[src/rtl/mmio_uart_tx.sv]
// Memory-mapped 8N1 UART transmitter: TX FIFO, programmable baud divider, STATUS/DIVISOR/CTRL registers.
// Build option: define MMIO_UART_TX_IRQ_EN to enable CTRL[2] irq_en and the o_irq output.
module mmio_uart_tx #(
  parameter logic [29:0] BASE_ADDR       = 30'h0400_0000,
  parameter int          FIFO_DEPTH_LOG2 = 4,
  parameter logic [15:0] DIV_RESET       = 16'd867
) (
  input  logic        clk,
  input  logic        rst,
  input  logic [29:0] i_mmio_addr,
  input  logic [31:0] i_mmio_data,
  input  logic [3:0]  i_mmio_mask,
  input  logic        i_mmio_wren,
  output logic [31:0] o_mmio_data,
  output logic        o_tx,
  output logic        o_irq
);

  localparam int DEPTH = 1 << FIFO_DEPTH_LOG2;

  typedef enum logic [1:0] {S_IDLE, S_START, S_DATA, S_STOP} state_t;

  logic [7:0]                 r_mem [DEPTH];
  logic [FIFO_DEPTH_LOG2-1:0] r_wr_ptr, r_rd_ptr;
  logic [FIFO_DEPTH_LOG2:0]   r_count;
  logic                       r_overflow, r_enable;
  logic [15:0]                r_divisor;

  state_t      r_state, w_state_next;
  logic [15:0] r_cnt, w_cnt_next, r_div, w_div_next;
  logic [2:0]  r_idx, w_idx_next;
  logic [7:0]  r_shift, w_shift_next;
  logic        r_tx, w_tx_next;
  logic        w_pop;

  logic        w_sel, w_wr, w_full, w_empty, w_busy, w_start_ok;
  logic        w_push_req, w_push, w_div_wr, w_ctrl_wr;
  logic        w_irq_en;
  logic [7:0]  w_level;
  logic        w_unused;

  assign w_sel      = (i_mmio_addr[29:2] == BASE_ADDR[29:2]);
  assign w_wr       = i_mmio_wren & w_sel;
  assign w_push_req = w_wr & (i_mmio_addr[1:0] == 2'd0) & i_mmio_mask[0];
  assign w_div_wr   = w_wr & (i_mmio_addr[1:0] == 2'd2);
  assign w_ctrl_wr  = w_wr & (i_mmio_addr[1:0] == 2'd3) & i_mmio_mask[0];
  // Count never exceeds DEPTH, so its MSB alone marks a full FIFO.
  assign w_full     = r_count[FIFO_DEPTH_LOG2];
  assign w_empty    = (r_count == '0);
  assign w_push     = w_push_req & ~w_full;
  assign w_busy     = (r_state != S_IDLE);
  assign w_start_ok = r_enable & ~w_empty;
  assign w_level    = 8'(r_count);
  assign w_unused   = &{1'b0, i_mmio_data[31:16], i_mmio_mask[3:2]};

  always_ff @(posedge clk) begin
    if (w_push) r_mem[r_wr_ptr] <= i_mmio_data[7:0];
  end

  always_ff @(posedge clk) begin
    if (rst) begin
      r_wr_ptr   <= '0;
      r_rd_ptr   <= '0;
      r_count    <= '0;
      r_overflow <= 1'b0;
      r_enable   <= 1'b1;
      r_divisor  <= DIV_RESET;
    end else begin
      if (w_push) r_wr_ptr <= r_wr_ptr + 1'b1;
      if (w_pop)  r_rd_ptr <= r_rd_ptr + 1'b1;
      r_count <= r_count + {{FIFO_DEPTH_LOG2{1'b0}}, w_push}
                         - {{FIFO_DEPTH_LOG2{1'b0}}, w_pop};
      // A dropped push outranks a same-cycle W1C clear.
      if (w_push_req & w_full)
        r_overflow <= 1'b1;
      else if (w_ctrl_wr & i_mmio_data[1])
        r_overflow <= 1'b0;
      if (w_ctrl_wr) r_enable <= i_mmio_data[0];
      if (w_div_wr & i_mmio_mask[0]) r_divisor[7:0]  <= i_mmio_data[7:0];
      if (w_div_wr & i_mmio_mask[1]) r_divisor[15:8] <= i_mmio_data[15:8];
    end
  end

  always_ff @(posedge clk) begin
    if (rst) begin
      r_state <= S_IDLE;
      r_cnt   <= '0;
      r_div   <= '0;
      r_idx   <= '0;
      r_shift <= '0;
      r_tx    <= 1'b1;
    end else begin
      r_state <= w_state_next;
      r_cnt   <= w_cnt_next;
      r_div   <= w_div_next;
      r_idx   <= w_idx_next;
      r_shift <= w_shift_next;
      r_tx    <= w_tx_next;
    end
  end

  always_comb begin
    w_state_next = r_state;
    w_cnt_next   = r_cnt;
    w_div_next   = r_div;
    w_idx_next   = r_idx;
    w_shift_next = r_shift;
    w_tx_next    = r_tx;
    w_pop        = 1'b0;
    case (r_state)
      S_IDLE: begin
        w_tx_next = 1'b1;
        if (w_start_ok) begin
          w_pop        = 1'b1;
          w_shift_next = r_mem[r_rd_ptr];
          w_div_next   = r_divisor;
          w_cnt_next   = r_divisor;
          w_tx_next    = 1'b0;
          w_state_next = S_START;
        end
      end
      S_START: begin
        if (r_cnt == '0) begin
          w_cnt_next   = r_div;
          w_tx_next    = r_shift[0];
          w_shift_next = {1'b0, r_shift[7:1]};
          w_idx_next   = '0;
          w_state_next = S_DATA;
        end else begin
          w_cnt_next = r_cnt - 1'b1;
        end
      end
      S_DATA: begin
        if (r_cnt == '0) begin
          w_cnt_next = r_div;
          if (r_idx == 3'd7) begin
            w_tx_next    = 1'b1;
            w_state_next = S_STOP;
          end else begin
            w_tx_next    = r_shift[0];
            w_shift_next = {1'b0, r_shift[7:1]};
            w_idx_next   = r_idx + 1'b1;
          end
        end else begin
          w_cnt_next = r_cnt - 1'b1;
        end
      end
      default: begin
        if (r_cnt == '0) begin
          // Chain straight into the next start bit when more data is queued.
          if (w_start_ok) begin
            w_pop        = 1'b1;
            w_shift_next = r_mem[r_rd_ptr];
            w_div_next   = r_divisor;
            w_cnt_next   = r_divisor;
            w_tx_next    = 1'b0;
            w_state_next = S_START;
          end else begin
            w_state_next = S_IDLE;
          end
        end else begin
          w_cnt_next = r_cnt - 1'b1;
        end
      end
    endcase
  end

`ifdef MMIO_UART_TX_IRQ_EN
  logic r_irq_en, r_irq;

  always_ff @(posedge clk) begin
    if (rst) begin
      r_irq_en <= 1'b0;
      r_irq    <= 1'b0;
    end else begin
      if (w_ctrl_wr) r_irq_en <= i_mmio_data[2];
      r_irq <= r_irq_en & w_empty & ~w_busy;
    end
  end

  assign w_irq_en = r_irq_en;
  assign o_irq    = r_irq;
`else
  assign w_irq_en = 1'b0;
  assign o_irq    = 1'b0;
`endif

  always_comb begin
    o_mmio_data = '0;
    if (w_sel) begin
      case (i_mmio_addr[1:0])
        2'd1:    o_mmio_data = {16'd0, w_level, 4'd0, r_overflow, w_empty, w_full, w_busy};
        2'd2:    o_mmio_data = {16'd0, r_divisor};
        2'd3:    o_mmio_data = {29'd0, w_irq_en, 1'b0, r_enable};
        default: o_mmio_data = '0;
      endcase
    end
  end

  assign o_tx = r_tx;

endmodule

[config.mk]
export PLATFORM = sky130hd
export DESIGN_NAME = mmio_uart_tx
export DESIGN_NICKNAME = d
export VERILOG_FILES = /design/src/rtl/mmio_uart_tx.sv
export SDC_FILE = /design/constraint.sdc
export NUM_CORES = 1
export LEC_CHECK = 0
export BUFFER_PORTS_ARGS = -buffer_cell sky130_fd_sc_hd__buf_2
export CORE_MARGIN = 5
export CORE_UTILIZATION = 30
export CTS_CLUSTER_DIAMETER = 100
export DETAILED_ROUTE_END_ITERATION = 16
export PLACE_DENSITY = 0.51
export SLEW_MARGIN = 15
export SYNTH_ARGS = -nofsm -noshare
export SYNTH_HDL_FRONTEND = slang
export SYNTH_SLANG_ARGS = --single-unit
[constraint.sdc]
create_clock -name clk -period 4.4 [get_ports clk]
set_input_delay 1.32 -clock clk [delete_from_list [all_inputs] [get_ports clk]]
set_output_delay 1.32 -clock clk [all_outputs]
set_load 0.02 [all_outputs]
==> results.toml, run 1 <==
[synthesis]
synthMuxAreaShare_pct = 11.79
synthAdderAreaFrac_pct = 2.570
yosysUniqueCellTypes = 67
synth_top_family_by_area = "simple AND/OR/NAND/NOR gates"
ys_seq_area_share_pct = 57.28
yosysTopAreaCell = "edfxtp_1"
synthTopCellsByCount = "edfxtp_1 (128), dfxtp_1 (81), nand2_1 (61), nor2_1 (47), a21oi_1 (44)"
synth.avg_cell_area_um2 = 12.49
ys.flop_type = "edfxtp_1"
synth.most_common_cell = "edfxtp_1"
synthXorXnorAreaFrac_pct = 1.469
ys_ff_latch = 209
synth.cell_area_um2 = 9542
synth_compound_area_share_pct = 10.81
synth-simple-area-share_pct = 11.96
synth_top_area_share_pct = 40.28
synthTopCellsByArea = "edfxtp_1 (40%), dfxtp_1 (17%), mux4_2 (7.3%)"
postSynthCellCount = 764
synth_enable_flop_cells = 128
yosys_warnings = 0
synth-async-reset-ratio_pct = 0

[route]
dr.pass1.iters = 5
viasPerCell = 4.957
postRouteWirelength_um = 22200
first_iter_violations = 368
drc = 0
ant_nets = 0
num_vias = 6166
avgRoutedWirePerCell_um = 17.85

[final_layout]
layoutNonFillerInstCount = 1244
areaGrowthSynthToFinish_pct = 15.74
nets = 913
antenna_cells = 0
drive_above_1_share_pct = 21.50
fin_area_um2 = 11040

[clock_tree]
cts_tree = "built"
cts_resized = 0
cts_buffers = 23
cts_hold_buf = 0
cts-root-buf = "clkbuf_16"
clk_pin_slew_worst_paths_ps = 60
postCtsSetupBuffers = 0
htree_levels = 1
clock-sinks = 209
cts.path.max_buffers = 3
clk_latency_ps = 520

[sta]
fin_tns_setup_ps = 0
drv_slew = 0
period_needed_ps = 4182
clock.fmax_ghz = 0.2391
setup_viol = 0
rsz0062_at_grt = "no"
fin_crit_sh_pct = 95.04
relSlewSlack_pct = 29.51
whs_ps = 453.9
skew_ps = 8.247
worstMarginPinSlew_ps = 1057
hold_violations = 0

[grt]
grt_pass1_vias = 6215
grt_usage_pct = 12.38
grt_max_degree = 51
grt_pass1_wl_um = 35560
grt_overflow = 0
antenna_found_initial = 0

[min_path]
worstHoldPathType = "register to register"

[pwr]
power.density_nw_per_um2 = 605.7
total_power_uw = 6689
p_leak_uw = 0.003904
max-vdd-ir-drop_mv = 0.3284

[place]
gp_congestion = 0.7486
port_buffers = 67
dp_cells = 1202
dp_hpwl_um = 15110
place_area_um2 = 10240

[critical_path]
crit_required_ps = 3080
arrival_ps = 2860
start_kind = "input pin"
cp_max_fo = 7
critical_path_class = "input pin to primary output"
end_kind = "primary output"

[floorplanning]
io_pins = 103
num_rows = 65
die_area_um2 = 35470
floorplan.initialDensity_pct = 30.32
die_y_um = 188.3
coreArea_um2 = 31470
die_x_um = 188.3

[status]
status = "finished clean"

[run]
maxCapViolCount = 0
worst max-delay path, cell delays in order:
cell     delay, ps
buf_2          100
nor4_1         250
and4_1         240
nand4_1        150
buf_4          200
nor2_1         120
buf_4          180
and2_1         140
buf_2          160
through the flow:
stage	utilization [%]	worst slack, ps
after floorplan	-	446.2
final	35.09	218.2
after global placement	32.55	184.1
after global routing	35.09	64.70
after CTS	35.09	205.2
after detailed placement	32.55	202.5
power by group:
| group | internal [uW] | total (uW) | leakage, uW | switching, uW |
|---|---|---|---|---|
| logic | 945 | 2280 | 0.00171 | 1330 |
| clock network | 1210 | 1990 | 0.000385 | 779 |
| registers | 2230 | 2420 | 0.00181 | 193 |
path summary, 6_finish.rpt:
path / from / endpoint / slack [ps] / depth (start not counted)
setup / recovery: i_mmio_addr[3] / o_mmio_data[13] / 220 / 9
hold reg to reg: r_div[10] / r_div[10] / 450 / 2
hold / removal: r_div[10] / r_div[10] / 450 / 2
setup reg to reg: r_cnt[0] / r_count[4] / 710 / 16
state kept, by name, indices dropped and copies added (netlist names), 3 cells and up, named ones only:
register   flops
r_rd_ptr       4
r_idx          3
r_divisor     16
r_div         16
r_mem        128
r_cnt         16
r_shift        8
r_count        5
r_wr_ptr       4
placed cells by master, fill, tap and decap left out, types with 10 or more instances in the layout:
cell type / Yosys / routed
nor2b_1: 17 / 17
nor2_1: 47 / 47
o211ai_1: 12 / 12
buf_4: 17 / 17
buf_2: 3 / 67
nor3_1: 13 / 13
mux2_2: 13 / 13
mux4_2: 31 / 31
ha_1: 18 / 18
clkbuf_16: 0 / 23
mux2i_1: 28 / 28
edfxtp_1: 128 / 128
conb_1: 1 / 17
inv_1: 15 / 15
a221oi_1: 10 / 10
dfxtp_1: 81 / 80
and3_1: 19 / 19
o21ai_0: 16 / 16
nand2_1: 61 / 61
a21oi_1: 44 / 44
cell type report:
type / instances / area, um^2
flip-flops and latches: 209 / 5466
well taps: 402 / 503.0
clock buffers: 31 / 645.6
fillers: 3048 / 20430
repair buffers: 84 / 462.9
clock inverters: 11 / 152.6
inverters: 16 / 60.06
multi-input cells: 491 / 3752
logic make-up after synthesis:
logic type,Yosys count
buf+inv,80
simple gates,219
mux,72
fa+ha+maj,19
other cells,1
flops,209
xor+xnor,16
compound gates,148
layer usage:
metal | global-route usage [%] | part of all wire (%) | routed length, um | up-vias
met5 | 0 | 0 | 0 | -
met4 | 2.831 | 1.8 | 399 | 0
met3 | 1.834 | 4.0 | 882 | 31
met2 | 21.36 | 49 | 10890 | 109
met1 | 16.56 | 45 | 10030 | 3030
li1 | - | - | - | 2996
No activity file was read; power rests on OpenSTA's default activity.
==> run 2: changes to the inputs <==
CORE_MARGIN = 8   (was 5)
==> run 2 against run 1 <==
Against the previous run:
- count of clock-buffer cells in the layout stayed put
- critical endpoint is now o_mmio_data[6]
- register-to-register slack worse by 150 ps
- largest cell class unchanged
- cell area is 0.53% lower
- global-route usage is 0.23 points lower
- clock power is 8% lower
- hold slack worse by 2.5 ps
==> results.toml, run 2 (synthesized netlist as in run 1, its figures left out) <==
[status]
status = "finished clean"

[route]
dr.max_layer_used = "met4"
avgRoutedWirePerCell_um = 18.78
wl_met1_um = 10940
dr_wl_met3_um = 762
postRouteWirelength_um = 23350
dr.pass1.iters = 5
wl_met2_um = 11060
viasPerCell = 4.981
num_vias = 6191
drc = 0
ant_nets = 0
first_iter_violations = 390

[floorplanning]
die_x_um = 194.3
die_area_um2 = 37770
num_rows = 65
coreArea_um2 = 31470
die_y_um = 194.3
floorplan.initialDensity_pct = 30.32
io_pins = 103

[grt]
antenna_found_initial = 0
grt_overflow = 0
grt_pass1_vias = 6165
grt_max_degree = 44
grt_pass1_wl_um = 36560
grt_usage_pct = 12.15

[final_layout]
drive_above_1_share_pct = 20.69
mostFrequentLayoutCells = "edfxtp_1 (128), dfxtp_1 (80), buf_2 (67)"
fin_area_um2 = 10980
nets = 914
regMostFlops = "r_mem"
fill_cells = 3058
areaGrowthSynthToFinish_pct = 15.12
antenna_cells = 0
final_common_cell = "edfxtp_1"
largest_register_ffs = 128
final_util_pct = 34.90

[clock_tree]
cts.path.max_buffers = 3
clk_pin_slew_worst_paths_ps = 50
htree_levels = 1
clk_latency_ps = 530
cts_buffers = 24
postCtsSetupBuffers = 0
cts_tree = "built"
cts-root-buf = "clkbuf_16"
clock-sinks = 209
cts_hold_buf = 0
cts_resized = 0

[place]
place_area_um2 = 10260
gp_congestion = 0.7665
port_buffers = 67
dp_hpwl_um = 15720

[pwr]
total_power_uw = 6610
max-vdd-ir-drop_mv = 0.2772
p_leak_uw = 0.003878
power.density_nw_per_um2 = 601.8

[sta]
period_needed_ps = 4047
worstMarginPinSlew_ps = 878.4
hold_violations = 0
skew_ps = 21.56
setup_viol = 0
clock.fmax_ghz = 0.2471
fin_tns_setup_ps = 0
rsz0062_at_grt = "no"
fin_crit_sh_pct = 91.97
relSlewSlack_pct = 41.22
drv_slew = 0
whs_ps = 451.4

[min_path]
worstHoldPathType = "register to register"

[critical_path]
start_kind = "input pin"
arrival_ps = 2730
cp_max_fo = 7
end_kind = "primary output"
crit_required_ps = 3080
critical_path_class = "input pin to primary output"

[run]
maxCapViolCount = 0
run 2: changes by cell type in the layout (fill, tap and decap cells not counted), sizes merged:
cell and delta:
clkinv +5, clkinvlp -3, bufinv -2, inv -1
run 2: area by class of cell:
| cell class | count | area, um^2 | area share [%] |
|---|---|---|---|
| Sequential cell | 209 | 5466 | 49.77 |
| Multi-Input combinational cell | 491 | 3752 | 34.16 |
| Clock buffer | 31 | 626.9 | 5.707 |
| Tap cell | 402 | 503.0 | 4.579 |
| Timing Repair Buffer | 84 | 475.5 | 4.329 |
| Clock inverter | 10 | 100.1 | 0.9113 |
| Inverter | 16 | 60.06 | 0.5468 |
run 2: stage by stage:
| stage | cells | worst slack (ps) |
|---|---|---|
| 4_1_cts | 1243 | 326.3 |
| 6_report | 1243 | 353.1 |
| 2_1_floorplan | 780 | 446.2 |
| 3_5_place_dp | 1202 | 217.8 |
| 5_1_grt | 1243 | 162.3 |
| 3_3_place_gp | 1202 | 193.1 |
run 2: path summary, 6_finish.rpt:
path              slack, ps  cells past startpoint           start             end
setup / recovery        350                      7  i_mmio_addr[3]  o_mmio_data[6]
hold / removal          450                      2        r_div[5]        r_div[5]
setup reg to reg        560                     17        r_cnt[0]      r_count[4]
hold reg to reg         450                      2        r_div[5]        r_div[5]
run 2: power breakdown:
part           internal, uW  leakage (uW)  switching, uW
Clock                  1070      0.000354            774
Combinational           969       0.00171           1370
Sequential             2230       0.00181            199
Total                  4260       0.00388           2350
run 2: per-layer routing:
| metal | vias to the layer above | global-route usage (%) |
|---|---|---|
| li1 | 2990 | - |
| met3 | 32 | 2.038 |
| met4 | 0 | 3.621 |
| met5 | - | 0 |
| met1 | 3071 | 16.09 |
| met2 | 98 | 20.19 |
run 2: critical path, stage by stage:
cell and delay (ps):
buf_2 100, nor4_1 250, and4_1 220, nand4_1 150
nor2_1 350, and2_1 190, buf_2 160
==> run 3: changes to the inputs <==
CORE_MARGIN = 4   (was 8)
==> run 3 against run 2 <==
Against the previous run:
- sequential cell count unchanged
- count of clock-buffer cells in the layout increased by 7
- combinational power about the same
- via count increased by 1.7%
- maximum frequency decreased by 0.77%
- critical endpoint unchanged
==> results.toml, run 3 (synthesized netlist as in run 1, its figures left out) <==
[clock_tree]
htree_levels = 1
cts_hold_buf = 0
cts_buffers = 24
cts.path.max_buffers = 3
cts_resized = 0
cts-root-buf = "clkbuf_16"
clock-sinks = 209
clk_pin_slew_worst_paths_ps = 50
cts_tree = "built"
postCtsSetupBuffers = 0
clk_latency_ps = 530

[floorplanning]
die_y_um = 186.3
num_rows = 65
die_x_um = 186.3
coreArea_um2 = 31470
io_pins = 103
die_area_um2 = 34720
floorplan.initialDensity_pct = 30.32

[final_layout]
final_common_cell = "edfxtp_1"
nets = 915
drive_above_1_share_pct = 20.73
mostFrequentLayoutCells = "edfxtp_1 (128), dfxtp_1 (80), buf_2 (67)"
antenna_cells = 0
areaGrowthSynthToFinish_pct = 15.25
fill_cells = 3088
regMostFlops = "r_mem"
multi_input_area_um2 = 3752
largest_register_ffs = 128
fin_area_um2 = 11000
area.sequential_um2 = 5466

[status]
status = "finished clean"

[place]
place_area_um2 = 10250
gp_congestion = 0.7578
port_buffers = 67
dp_hpwl_um = 15210

[route]
viasPerCell = 5.054
avgRoutedWirePerCell_um = 18.59
dr.pass1.iters = 5
ant_nets = 0
num_vias = 6297
drc = 0
postRouteWirelength_um = 23160
first_iter_violations = 382

[critical_path]
critical_path_class = "input pin to primary output"
start_kind = "input pin"
crit_required_ps = 3080
arrival_ps = 2760
cp_max_fo = 7
end_kind = "primary output"

[min_path]
worstHoldPathType = "register to register"

[sta]
setup_viol = 0
drv_slew = 0
period_needed_ps = 4078
fin_tns_setup_ps = 0
rsz0062_at_grt = "no"
clock.fmax_ghz = 0.2452
hold_violations = 0
skew_ps = 18.06
fin_crit_sh_pct = 92.69
relSlewSlack_pct = 42.95
worstMarginPinSlew_ps = 850.1

[grt]
grt_max_degree = 44
grt_pass1_vias = 6339
antenna_found_initial = 0
grt_overflow = 0
grt_usage_pct = 12.94
grt_pass1_wl_um = 36360

[run]
maxCapViolCount = 0

[pwr]
power.density_nw_per_um2 = 602.0
p_leak_uw = 0.003883
total_power_uw = 6620
max-vdd-ir-drop_mv = 0.3037
==> run 3: worst max-delay path, cell delays in order <==
cell and delay (ps):
buf_2 90, nor4_1 280, and4_1 230, nand4_1 170, nor2_1 190, buf_4 180
and2_1 130, buf_2 160
==> run 3: final timing paths <==
path	start	end	slack, ps	cells past startpoint
min reg2reg	r_div[0]	r_div[0]	450	2
min	r_div[0]	r_div[0]	450	2
max	i_mmio_addr[11]	o_mmio_data[6]	320	8
max reg2reg	r_cnt[0]	r_count[4]	630	16
==> run 3: area by class of cell <==
class,count,area share (%)
Sequential cell,209,49.71
Multi-Input combinational cell,491,34.12
Clock buffer,38,6.303
Tap cell,402,4.574
Timing Repair Buffer,85,4.278
Inverter,16,0.5461
Clock inverter,5,0.4665
==> run 3: routing by layer <==
| layer | vias up | GRT usage, % | share of wire (%) |
|---|---|---|---|
| li1 | 2983 | - | - |
| met1 | 3156 | 17.54 | 46 |
| met2 | 131 | 22.27 | 49 |
| met3 | 27 | 1.964 | 3.8 |
| met4 | 0 | 2.588 | 1.6 |
| met5 | - | 0 | 0 |
==> run 3: power breakdown <==
| part | switching, uW | internal, uW |
|---|---|---|
| registers | 180 | 2230 |
| clock network | 783 | 1080 |
| logic | 1380 | 959 |
==> run 3: per-stage QoR <==
stage | instances | worst slack [ps] | utilization, % | hold slack (ps)
after detailed placement | 1203 | 134.7 | 32.57 | 446.9
after floorplan | 780 | 446.2 | - | 433.0
after global routing | 1246 | 129.4 | 34.94 | 472.6
after CTS | 1246 | 285.9 | 34.94 | 454.5
after global placement | 1203 | 142.4 | 32.57 | 443.2
final | 1246 | 321.8 | 34.94 | 453.9
